<file path="config.mk">
export PLATFORM = sky130hd
export DESIGN_NAME = rbcp_reg_readback
export DESIGN_NICKNAME = d
export VERILOG_FILES = /design/src/rtl/rbcp_reg_readback.sv
export SDC_FILE = /design/constraint.sdc
export NUM_CORES = 1
export LEC_CHECK = 0
export ABC_CLOCK_PERIOD_IN_PS = 3900
export CAP_MARGIN = 15
export CORE_ASPECT_RATIO = 1.1
export CORE_MARGIN = 8
export CORE_UTILIZATION = 55
export CTS_BUF_LIST = sky130_fd_sc_hd__clkbuf_8 sky130_fd_sc_hd__clkbuf_16
export CTS_CLUSTER_DIAMETER = 50
export DETAILED_ROUTE_END_ITERATION = 10
export GPL_ROUTABILITY_DRIVEN = 0
export PLACE_DENSITY = 0.86
export RECOVER_POWER = 100
export SYNTH_ARGS = -nofsm -noshare
export SYNTH_HDL_FRONTEND = slang
export SYNTH_SLANG_ARGS = --single-unit
</file>
<file path="constraint.sdc">
create_clock -name sitcp_user_clk -period 3.9 [get_ports sitcp_user_clk]
set_clock_uncertainty 0.15 [all_clocks]
set_input_delay 0.585 -clock sitcp_user_clk [delete_from_list [all_inputs] [get_ports sitcp_user_clk]]
set_output_delay 0.585 -clock sitcp_user_clk [all_outputs]
set_load 0.02 [all_outputs]
</file>
<file path="src/rtl/rbcp_reg_readback.sv">
// RBCP read responder: fetches 32-bit words from a register source, caches the last word,
// and returns bytes MSB-first with a timeout fallback so every read is acknowledged.
module rbcp_reg_readback #(
  parameter int unsigned TIMEOUT      = 255,
  parameter logic [7:0]  TIMEOUT_BYTE = 8'hEE
) (
  input  logic        sitcp_user_clk,
  input  logic        rst_n,
  input  logic        RBCP_ACT,
  input  logic [31:0] RBCP_ADDR,
  input  logic        RBCP_WE,
  input  logic        RBCP_RE,
  output logic [7:0]  RBCP_RD,
  output logic        RBCP_ACK,
  output logic        reg_rd_req,
  output logic [31:0] reg_rd_addr,
  input  logic [31:0] reg_rd_data,
  input  logic        reg_rd_valid,
  output logic [15:0] rd_err_cnt
);

  localparam logic [1:0] S_IDLE = 2'd0;
  localparam logic [1:0] S_REQ  = 2'd1;
  localparam logic [1:0] S_WAIT = 2'd2;
  localparam logic [1:0] S_ACK  = 2'd3;

  // WAIT is entered with the counter at 0, so the last waiting cycle is TIMEOUT-1
  localparam logic [7:0] TO_LAST = 8'(TIMEOUT - 1);

  logic [1:0]  state;
  logic [31:0] cache_word;
  logic [29:0] cache_addr;
  logic        cache_vld;
  logic [1:0]  byte_sel;
  logic [7:0]  to_cnt;
  logic        hit;

  function automatic logic [7:0] pick_byte(input logic [31:0] w, input logic [1:0] sel);
    logic [7:0] b;
    case (sel)
      2'd0:    b = w[31:24];
      2'd1:    b = w[23:16];
      2'd2:    b = w[15:8];
      default: b = w[7:0];
    endcase
    return b;
  endfunction

  // A read coinciding with a write must not be served from a possibly stale cache
  assign hit = cache_vld && (cache_addr == RBCP_ADDR[31:2]) && !RBCP_WE;

  always_ff @(posedge sitcp_user_clk or negedge rst_n) begin
    if (!rst_n) begin
      state       <= S_IDLE;
      RBCP_RD     <= '0;
      RBCP_ACK    <= 1'b0;
      reg_rd_req  <= 1'b0;
      reg_rd_addr <= '0;
      rd_err_cnt  <= '0;
      cache_word  <= '0;
      cache_addr  <= '0;
      cache_vld   <= 1'b0;
      byte_sel    <= '0;
      to_cnt      <= '0;
    end else begin
      RBCP_ACK   <= 1'b0;
      reg_rd_req <= 1'b0;
      case (state)
        S_IDLE: begin
          if (RBCP_RE) begin
            if (hit) begin
              RBCP_RD  <= pick_byte(cache_word, RBCP_ADDR[1:0]);
              RBCP_ACK <= 1'b1;
              state    <= S_ACK;
            end else begin
              // request is registered here so it is high during the REQ cycle
              reg_rd_addr <= {RBCP_ADDR[31:2], 2'b00};
              byte_sel    <= RBCP_ADDR[1:0];
              reg_rd_req  <= 1'b1;
              state       <= S_REQ;
            end
          end
        end
        S_REQ: begin
          to_cnt <= '0;
          state  <= S_WAIT;
        end
        S_WAIT: begin
          if (reg_rd_valid) begin
            cache_word <= reg_rd_data;
            cache_addr <= reg_rd_addr[31:2];
            cache_vld  <= 1'b1;
            RBCP_RD    <= pick_byte(reg_rd_data, byte_sel);
            RBCP_ACK   <= 1'b1;
            state      <= S_ACK;
          end else if (to_cnt == TO_LAST) begin
            RBCP_RD   <= TIMEOUT_BYTE;
            RBCP_ACK  <= 1'b1;
            cache_vld <= 1'b0;
            if (rd_err_cnt != 16'hFFFF) rd_err_cnt <= rd_err_cnt + 16'd1;
            state     <= S_ACK;
          end else if (!RBCP_ACT) begin
            state <= S_IDLE;
          end else begin
            to_cnt <= to_cnt + 8'd1;
          end
        end
        default: state <= S_IDLE;
      endcase
      // invalidation overrides any load in the same cycle
      if (RBCP_WE || !RBCP_ACT) cache_vld <= 1'b0;
    end
  end

endmodule

</file>
==> flow_metrics.py, run 1 <==
metrics = {
    "power_and_ir_drop": {
        "p_clk_share_pct": 26.0,
        "vdd_drop_max_v": 0.000370,
        "p_leak_nw": 3.29,
        "switchingPower_w": 0.00197,
        "combPwrFrac_pct": 35.3,
        "intPower_w": 0.00420,
        "power_frac_seq_pct": 38.7,
        "switching_share_pct": 31.9,
        "powerDensity_nw_per_um2": 779,
    },
    "layout": {
        "layout-drive-gt1-share_pct": 24.6,
        "stdcell_area_um2": 7910,
        "fin_cells": 721,
        "num-nets-final": 635,
        "diodes": 0,
        "syn_to_final_growth_pct": 31.2,
        "n_fill_cell": 728,
    },
    "clock_tree": {
        "clockBufferDepth": 2,
        "htreeDepth": 4,
        "cts_tree": "done",
        "clk_latency_ps": 410,
        "numCtsBuffers": 17,
        "ctsHoldBuffers": 0,
        "clock_sinks": 131,
        "cts_resized": 0,
        "post_cts_buffers": 0,
        "clkSlewWorstSetupHoldPaths_ps": 60,
        "cts-root-buf": "clkbuf_16",
    },
    "detailed_routing": {
        "first_iter_violations": 254,
        "drtPass1Iterations": 6,
        "drc_errors": 0,
        "wl_um": 14000,
        "vias": 3989,
        "routedWlPerCell_um": 19.4,
        "viasPerCell": 5.53,
        "ant_nets": 0,
    },
    "floorplan": {
        "coreArea_um2": 10800,
        "die_area_um2": 14600,
        "num_io_pins": 128,
        "dieHeight_um": 126,
        "initial_utilization_pct": 55.8,
        "die_x_um": 116,
        "rows": 40,
    },
    "status": {
        "status": "complete, but fails checks",
        "violations": "capacitance limit, slew limit",
    },
    "global_routing": {
        "gr-usage-all-layers_pct": 20.0,
        "grt_overflow": 0,
        "grt_max_degree": 48,
        "grt_antenna_before_repair": 0,
        "grt_pass1_wl_um": 22600,
        "grt_pass1_vias": 4374,
    },
    "yosys": {
        "synth_flop_cell": "dfrtp_1",
        "synth_warnings": 0,
        "netlist.area_leader.share_pct": 54.3,
        "synth_area_um2": 6030,
        "seq_area_frac_synth_pct": 54.3,
        "yosysMostFrequentCell": "dfrtp_1",
        "ys_top_cells_by_count": "131 x dfrtp_1, 88 x mux2_2, 32 x xnor2_1, 17 x xor2_1, 16 x mux4_2",
        "syn_inst": 430,
        "ys_seq_elements": 131,
        "synth.avg_cell_area_um2": 14.0,
        "synthDistinctLibCells": 42,
        "synth-edff-count": 0,
        "synth_area_leader_cell": "dfrtp_1",
        "async_flop_share_pct": 100,
        "yosys-top-cells-area": "dfrtp_1 54%, mux2_2 16%, mux4_2 6.0%",
    },
    "setup_path": {
        "endpoint_kind": "register",
        "crit_fanout": 39,
        "path_class": "reg -> reg",
        "rr_worst_depth": 5,
        "cp.arrival_ps": 3260,
        "cp.required_ps": 4030,
        "r2r_end": "cache_word[18]",
        "crit_path_end": "cache_word[18]",
        "reg2reg_slack_ps": 770,
        "crit_path_start": "state[1]",
        "r2r_start": "state[1]",
        "start_kind": "register",
    },
    "timing": {
        "period_needed_ps": 3130,
        "setup_viol": 0,
        "timing.final.max_slew_violations": 120,
        "fin_crit_sh_pct": 80.3,
        "worstMarginPinSlew_ps": 2520,
        "fmax_mhz": 319,
        "finalHoldViolations": 0,
        "final.setup.tns_ps": 0,
        "rsz0062_at_grt": "false",
        "maxSlewHeadroom_pct": -68.3,
    },
    "min_path": {
        "holdCritPathClass": "reg -> reg",
    },
    "placed_design": {
        "dp.cells": 690,
        "dpl_cell_area_um2": 7420,
        "portBuffers": 125,
        "dp_hpwl_um": 10000,
    },
    "job": {
        "drv_cap": 3,
    },
}
## cells by family after synthesis
kind of cell | share of synthesized area [%]
flip-flops | 54.3
multiplexers | 25.4
AND/OR/NAND/NOR | 7.65
XOR/XNOR | 7.11
buffers and inverters | 2.63
AO/OA/AOI/OAI | 2.18
adder cells (fa/ha/maj) | 0.622
other | 0.0622
## state kept, by name, indices dropped and copies added (netlist names)
signal       count
RBCP_ACK         1
RBCP_RD          8
byte_sel         2
cache_addr      30
cache_vld        1
cache_word      32
rd_err_cnt      16
reg_rd_addr     30
reg_rd_req       1
state            2
to_cnt           8
## metal layers
metal,track usage (%),routed length (µm)
met1,23.5,5560
met2,33.0,7360
met3,6.17,791
met4,7.94,286
met5,0,0
## power by group through the flow
stage / logic, W / registers (W) / clock network [W]
floorplan: 0.00126 / 0.00252 / 0
finish: 0.00218 / 0.00238 / 0.00160
global route: 0.00233 / 0.00247 / 0.00168
global placement: 0.00219 / 0.00236 / 0
CTS: 0.00229 / 0.00240 / 0.00161
detailed placement: 0.00227 / 0.00241 / 0
## final cells by class
cell class	count	area, µm²	area share [%]
flip-flops and latches	131	3280	41.4
clock buffers	19	453	5.72
multi-input cells	265	2520	31.9
repair buffers	132	1280	16.2
clock inverters	12	139	1.75
well taps	147	184	2.32
inverters	15	56.3	0.711
## how the worst min path moves through the flow
| stage | startpoint | end | slack (ps) | depth (start not counted) |
|---|---|---|---|---|
| 5_1_grt | cache_word[19] | cache_word[19] | 360 | 1 |
| 3_3_place_gp | cache_word[7] | cache_word[7] | 330 | 1 |
| 2_1_floorplan | rst_n | RBCP_ACK | 140 | 0 |
| 6_report | cache_word[7] | cache_word[7] | 350 | 1 |
| 3_5_place_dp | cache_word[9] | cache_word[9] | 340 | 1 |
| 4_1_cts | rst_n | reg_rd_addr[14] | 50 | 1 |
## critical path, cell delays in order, from the launching register on
cell and delay, ps:
dfrtp_1 430, nor2b_1 160, clkbuf_1 220, nand2_1 110, clkbuf_1 1460, mux2_2 460
## layout by cell type, fill, tap and decap left out, drive strengths merged
master and count:
mux2 97, nand3 11, clkdlybuf4s50 66, xnor2 32, and3 1, dfrtp 131
nor4b 1, nand4 10, or4 1, a22o 2, mux4 16, mux2i 8
inv 16, o21ai 6, nor2b 2, o22ai 6, nand2 13, nor4 7
nor2 12, nand3b 1, nor3 7, clkbuf 25, a2111oi 1, bufinv 3
xor2 17, clkinv 6, dlygate4sd3 58, and4 3, clkinvlp 2, conb 2
buf 2, nand2b 3, ha 3, a211oi 1, and2 2
## per-stage QoR
stage | worst slack (ps) | total power [W] | utilization (%) | hold WS [ps]
2_1_floorplan | 1560 | 0.00378 | - | 139
6_report | 768 | 0.00616 | 73.2 | 352
3_5_place_dp | 441 | 0.00467 | 68.7 | 340
5_1_grt | 459 | 0.00647 | 73.2 | 363
3_3_place_gp | 528 | 0.00455 | 68.7 | 333
4_1_cts | 872 | 0.00630 | 74.2 | 53.1
Power figures use the tool's default switching activity.
==> run 2, diff against run 1 <==
ABC_CLOCK_PERIOD_IN_PS = 2550   (was 3900)
CORE_UTILIZATION = 46   (was 55)
PLACE_DENSITY = 0.77   (was 0.86)
clock period = 2.55 ns   (was 3.9 ns; I/O delays follow)
==> run 2 against run 1 <==
  * Sequential power grew 53%
  * Non-clock buffer count grew 11
  * Utilization shrank 11 points
  * Register-to-register slack lost 580 ps
  * Flip-flop and latch count is the same
  * The flow now finishes without violations
  * Cell count grew 3.6%
  * Worst hold slack lost 11 ps
  * Critical path depth grew 2
  * Power grew 52%
  * Wire length shrank 1.1%
  * Via count shrank 0.40%
  * First-iteration DRC count shrank 41%
==> flow_metrics.py, run 2 (synthesized netlist as in run 1, its figures left out) <==
metrics = {
    "status": {
        "status": "finished clean",
    },
    "timing": {
        "finalHoldViolations": 0,
        "period_needed_ps": 2360,
        "timing.final.max_slew_violations": 0,
        "maxSlewHeadroom_pct": 16.4,
        "worstMarginPinSlew_ps": 1250,
        "fin_crit_sh_pct": 92.6,
        "fmax_mhz": 424,
        "whs_ps": 341,
        "setup_viol": 0,
        "rsz0062_at_grt": "false",
    },
    "layout": {
        "diodes": 0,
        "largest_reg_flops": 32,
        "num-nets-final": 646,
        "top_register": "cache_word",
        "layout-drive-gt1-share_pct": 25.9,
        "syn_to_final_growth_pct": 33.5,
        "largest_registers": "cache_word: 32 flops, cache_addr: 30 flops, reg_rd_addr: 30 flops",
        "layout_common_cells": "131 x dfrtp_1, 88 x mux2_2, 68 x clkdlybuf4s50_1",
        "final_common_cell": "dfrtp_1",
        "fin_cells": 747,
    },
    "power_and_ir_drop": {
        "p_leak_nw": 3.36,
        "vdd_drop_max_v": 0.000583,
        "p_total_w": 0.00934,
        "powerDensity_nw_per_um2": 1160,
    },
    "clock_tree": {
        "numCtsBuffers": 17,
        "clk_latency_ps": 410,
        "cts_tree": "done",
        "cts-root-buf": "clkbuf_16",
        "clkSlewWorstSetupHoldPaths_ps": 50,
        "htreeDepth": 4,
        "cts_resized": 0,
        "clockBufferDepth": 2,
        "clock_sinks": 131,
    },
    "setup_path": {
        "path_class": "reg -> reg",
        "cp.required_ps": 2730,
        "cpPeakStageDelay_ps": 490,
        "path_buf_inv": 1,
        "endpoint_kind": "register",
        "crit_fanout": 16,
        "start_kind": "register",
        "path_cells": "and4_1 -> nand3_1 -> nor4b_1 -> or4_1 -> buf_12 -> nor4_1 -> xor2_1",
        "cp.arrival_ps": 2540,
        "crit_family": "simple AND/OR/NAND/NOR gates",
        "cp_slowest_cell": "or4_1",
    },
    "floorplan": {
        "num_io_pins": 128,
        "dieHeight_um": 136,
        "die_area_um2": 17000,
        "coreArea_um2": 13000,
        "initial_utilization_pct": 46.4,
        "rows": 44,
        "die_x_um": 125,
    },
    "placed_design": {
        "portBuffers": 125,
        "dp.cells": 714,
        "dp_hpwl_um": 10200,
    },
    "detailed_routing": {
        "drtPass1Iterations": 4,
        "viasPerCell": 5.32,
        "drc_errors": 0,
        "vias": 3973,
        "first_iter_violations": 151,
        "ant_nets": 0,
        "routedWlPerCell_um": 18.5,
        "wl_um": 13800,
    },
    "global_routing": {
        "grt_pass1_vias": 4330,
        "grt_overflow": 0,
        "grt_max_degree": 52,
        "gr-usage-all-layers_pct": 17.1,
        "grt_pass1_wl_um": 22900,
        "grt_antenna_before_repair": 0,
    },
    "job": {
        "drv_cap": 0,
    },
    "min_path": {
        "holdCritPathClass": "reg -> reg",
    },
}
-- run 2: changes by cell type in the layout (fill, tap and decap cells not counted), moves of 2 or more --
| cell | delta |
|---|---|
| nor4_2 | +2 |
| clkbuf_4 | +2 |
| buf_4 | +4 |
| clkdlybuf4s50_1 | +2 |
| clkinv_2 | -3 |
| nor4_1 | -2 |
| buf_12 | +2 |
| clkbuf_2 | +2 |
| inv_1 | +3 |
-- run 2: report_power, final --
group          internal (W)  switching [W]
logic               0.00188        0.00145
registers           0.00298       0.000666
clock network       0.00150       0.000862
total               0.00637        0.00298
-- run 2: final cells by class --
| cell class | instances | area, µm² |
|---|---|---|
| clock buffer | 20 | 467 |
| timing repair buffer | 143 | 1390 |
| multi-input combinational | 265 | 2550 |
| tap | 161 | 201 |
| clock inverter | 12 | 115 |
| sequential | 131 | 3280 |
| fill | 1033 | 4940 |
| inverter | 15 | 56.3 |
-- run 2: repair_timing --
| item | 4_1_cts | 5_1_grt |
|---|---|---|
| setup buffers | 0 | 0 |
| hold buffers | 1 | 0 |
| hold endpoints to repair | 46 | 0 |
-- run 2: worst paths after layout --
path | from | endpoint | slack (ps) | cells past startpoint
max in group asynchronous | rst_n | reg_rd_addr[12] | 380 | 3
worst min-delay path | rd_err_cnt[9] | rd_err_cnt[9] | 340 | 1
worst min register to register | rd_err_cnt[9] | rd_err_cnt[9] | 340 | 1
worst max register to register | rd_err_cnt[5] | rd_err_cnt[8] | 190 | 7
min in group asynchronous | rst_n | cache_addr[0] | 650 | 2
worst max-delay path | rd_err_cnt[5] | rd_err_cnt[8] | 190 | 7
-- run 2: per-stage QoR --
| step | worst slack [ps] | utilization (%) | instance area (µm²) | setup TNS (ps) |
|---|---|---|---|---|
| 6_report | 189 | 62.0 | 8050 | 0 |
| 5_1_grt | 24.9 | 62.0 | 8050 | 0 |
| 4_1_cts | 224 | 62.9 | 8170 | 0 |
| 3_5_place_dp | -195 | 58.3 | 7580 | -6260 |
| 3_3_place_gp | -166 | 58.3 | 7580 | -6160 |
| 2_1_floorplan | 210 | - | 6040 | 0 |
-- run 2: worst register-to-register path, stage by stage (launching register included) --
cell and delay [ps]:
dfrtp_1 420, and4_1 240, nand3_1 230, nor4b_1 120
or4_1 490, buf_12 190, nor4_1 250, xor2_1 190
-- run 2: layer usage --
layer  global-route usage (%)  part of all wire [%]
met1                     20.8                    43
met2                     28.2                    50
met3                     5.26                   5.3
met4                     6.91                   1.3
met5                        0                     0
==> run 3, diff against run 2 <==
GPL_TIMING_DRIVEN = 0   (was default)
==> run 3 against run 2 <==
  * Setup slack got worse by 100 ps
  * Utilization increased by 0.29 points
  * First-iteration DRC count shrank 11%
  * Clock-buffer cell count is the same
  * Combinational power increased by 4%
  * Register-to-register slack lost 90 ps
  * Die area is the same
  * Design area is 0.47% higher
  * Largest power group unchanged
  * Worst hold slack better by 10 ps
  * Flip-flop and latch count is the same
==> flow_metrics.py, run 3 (synthesized netlist as in run 1, its figures left out) <==
metrics = {
    "timing": {
        "setup_slack_ps": 88.4,
        "worstMarginPinSlew_ps": 1130,
        "maxSlewHeadroom_pct": 25.0,
        "period_needed_ps": 2460,
        "finalHoldViolations": 0,
        "timing.final.max_slew_violations": 0,
        "fmax_mhz": 406,
        "setup_viol": 0,
        "fin_crit_sh_pct": 96.5,
    },
    "layout": {
        "largest_reg_flops": 32,
        "diodes": 0,
        "layout-drive-gt1-share_pct": 26.9,
        "largest_registers": "cache_word: 32 flops, cache_addr: 30 flops, reg_rd_addr: 30 flops",
        "n_fill_cell": 1017,
        "stdcell_area_um2": 8090,
        "final_common_cell": "dfrtp_1",
        "top_register": "cache_word",
        "num-nets-final": 647,
        "syn_to_final_growth_pct": 34.1,
        "layout_common_cells": "131 x dfrtp_1, 87 x mux2_2, 66 x clkdlybuf4s50_1",
    },
    "detailed_routing": {
        "ant_nets": 0,
        "vias": 3974,
        "drtPass1Iterations": 4,
        "viasPerCell": 5.31,
        "first_iter_violations": 135,
        "routedWlPerCell_um": 18.7,
        "wl_um": 14000,
        "drc_errors": 0,
    },
    "min_path": {
        "hold_depth": 1,
        "holdCritPathClass": "reg -> reg",
        "min_to": "cache_word[20]",
        "hold_path.startpoint": "cache_word[20]",
    },
    "clock_tree": {
        "post_cts_buffers": 0,
        "cts-root-buf": "clkbuf_16",
        "clk_latency_ps": 410,
        "numCtsBuffers": 17,
        "clkSlewWorstSetupHoldPaths_ps": 50,
        "htreeDepth": 4,
        "clockBufferDepth": 2,
        "cts_tree": "done",
        "clock_sinks": 131,
    },
    "floorplan": {
        "dieHeight_um": 136,
        "die_area_um2": 17000,
        "coreArea_um2": 13000,
        "die_x_um": 125,
        "rows": 44,
        "initial_utilization_pct": 46.4,
        "num_io_pins": 128,
    },
    "setup_path": {
        "cp.required_ps": 2690,
        "path_cells": "clkdlybuf4s50_1 -> xnor2_1 -> nand4_1 -> nor4_1 -> nand3_1 -> nand3_2 -> buf_4 -> mux2_2",
        "rr_worst_depth": 8,
        "path_class": "in -> reg",
        "r2r_end": "rd_err_cnt[1]",
        "reg2reg_slack_ps": 100,
        "start_kind": "primary input",
        "cpPeakStageDelay_ps": 440,
        "crit_fanout": 10,
        "r2r_start": "rd_err_cnt[0]",
        "cp.arrival_ps": 2610,
        "endpoint_kind": "register",
        "cp_slowest_cell": "clkdlybuf4s50_1",
    },
    "global_routing": {
        "grt_max_degree": 90,
        "grt_antenna_before_repair": 0,
        "gr-usage-all-layers_pct": 17.3,
        "grt_pass1_vias": 4460,
        "grt_overflow": 0,
        "grt_pass1_wl_um": 22900,
    },
    "power_and_ir_drop": {
        "vdd_drop_max_v": 0.000588,
        "intPower_w": 0.00647,
        "p_total_w": 0.00947,
        "combPwrFrac_pct": 36.5,
        "switching_share_pct": 31.7,
        "powerDensity_nw_per_um2": 1170,
        "switchingPower_w": 0.00300,
        "p_clk_share_pct": 26.1,
        "p_leak_nw": 3.35,
        "power_frac_seq_pct": 37.5,
    },
    "status": {
        "status": "finished clean",
    },
    "placed_design": {
        "portBuffers": 123,
        "pre_cts_ws_ps": -584,
        "dpl_cell_area_um2": 7500,
        "dp_hpwl_um": 10200,
    },
    "job": {
        "drv_cap": 0,
    },
}
==> run 3: cell count changes in the layout (fill, tap and decap cells not counted), sizes merged <==
cell,delta
buf,+2
clkbuf,+1
clkinvlp,+2
bufinv,+1
clkdlybuf4s50,-2
inv,-2
clkinv,-1
==> run 3: critical path: cells and delay by family <==
family,cells,cell delay (ps)
mux,1,360
xor+xnor,1,210
buf+inv,2,680
simple gates,4,970
==> run 3: how the worst max path moves through the flow <==
| stage | depth (start not counted) | slack [ps] | end | startpoint |
|---|---|---|---|---|
| 4_1_cts | 8 | 40 | reg_rd_addr[26] | RBCP_ADDR[11] |
| 5_1_grt | 8 | -30 | reg_rd_addr[25] | RBCP_ADDR[11] |
| 3_5_place_dp | 8 | -580 | reg_rd_addr[26] | RBCP_ADDR[2] |
| 2_1_floorplan | 8 | 210 | rd_err_cnt[1] | rd_err_cnt[0] |
| 6_report | 8 | 90 | reg_rd_addr[10] | RBCP_ADDR[2] |
| 3_3_place_gp | 1 | -4060 | cache_word[10] | rst_n |
==> run 3: layout make-up <==
cell class              instances  area [µm²]  area share [%]
multi-input cells             265        2580            31.9
clock inverters                12         139            1.72
clock buffers                  20         467            5.77
plain buffers                  19         104            1.28
inverters                      15        56.3           0.696
well taps                     161         201            2.49
repair buffers                125        1260            15.6
flip-flops and latches        131        3280            40.5
==> run 3: power groups by stage <==
stage | logic [W] | registers [W] | clock network [W]
after global placement | 0.00349 | 0.00353 | 0
final | 0.00345 | 0.00355 | 0.00247
after CTS | 0.00364 | 0.00357 | 0.00251
after global routing | 0.00373 | 0.00366 | 0.00259
after detailed placement | 0.00360 | 0.00359 | 0
after floorplan | 0.00193 | 0.00385 | 0
==> run 3: timing repair <==
action,4_1_cts,5_1_grt
gates resized for setup,4,2
hold buffers,1,0
endpoints found under the setup margin,29,35
hold endpoints to repair,42,0
cloned,0,0
==> run 3: through the flow <==
stage                     hold slack [ps]  instances  utilization (%)  TNS, ps
after detailed placement              183        716             57.7   -18880
final                                 351        748             62.3        0
after global routing                  368        748             62.3     -544
after CTS                             302        749             62.5        0
after global placement                332        715             57.5  -549270
after floorplan                     -63.1        431                -        0
==> run 3: metal layers <==
layer / global-route usage (%) / up-vias / part of all wire, %
met2: 29.1 / 101 / 51
met5: 0 / - / 0
li1: - / 1822 / -
met1: 20.0 / 2031 / 42
met3: 5.65 / 20 / 5.0
met4: 7.38 / 0 / 1.7
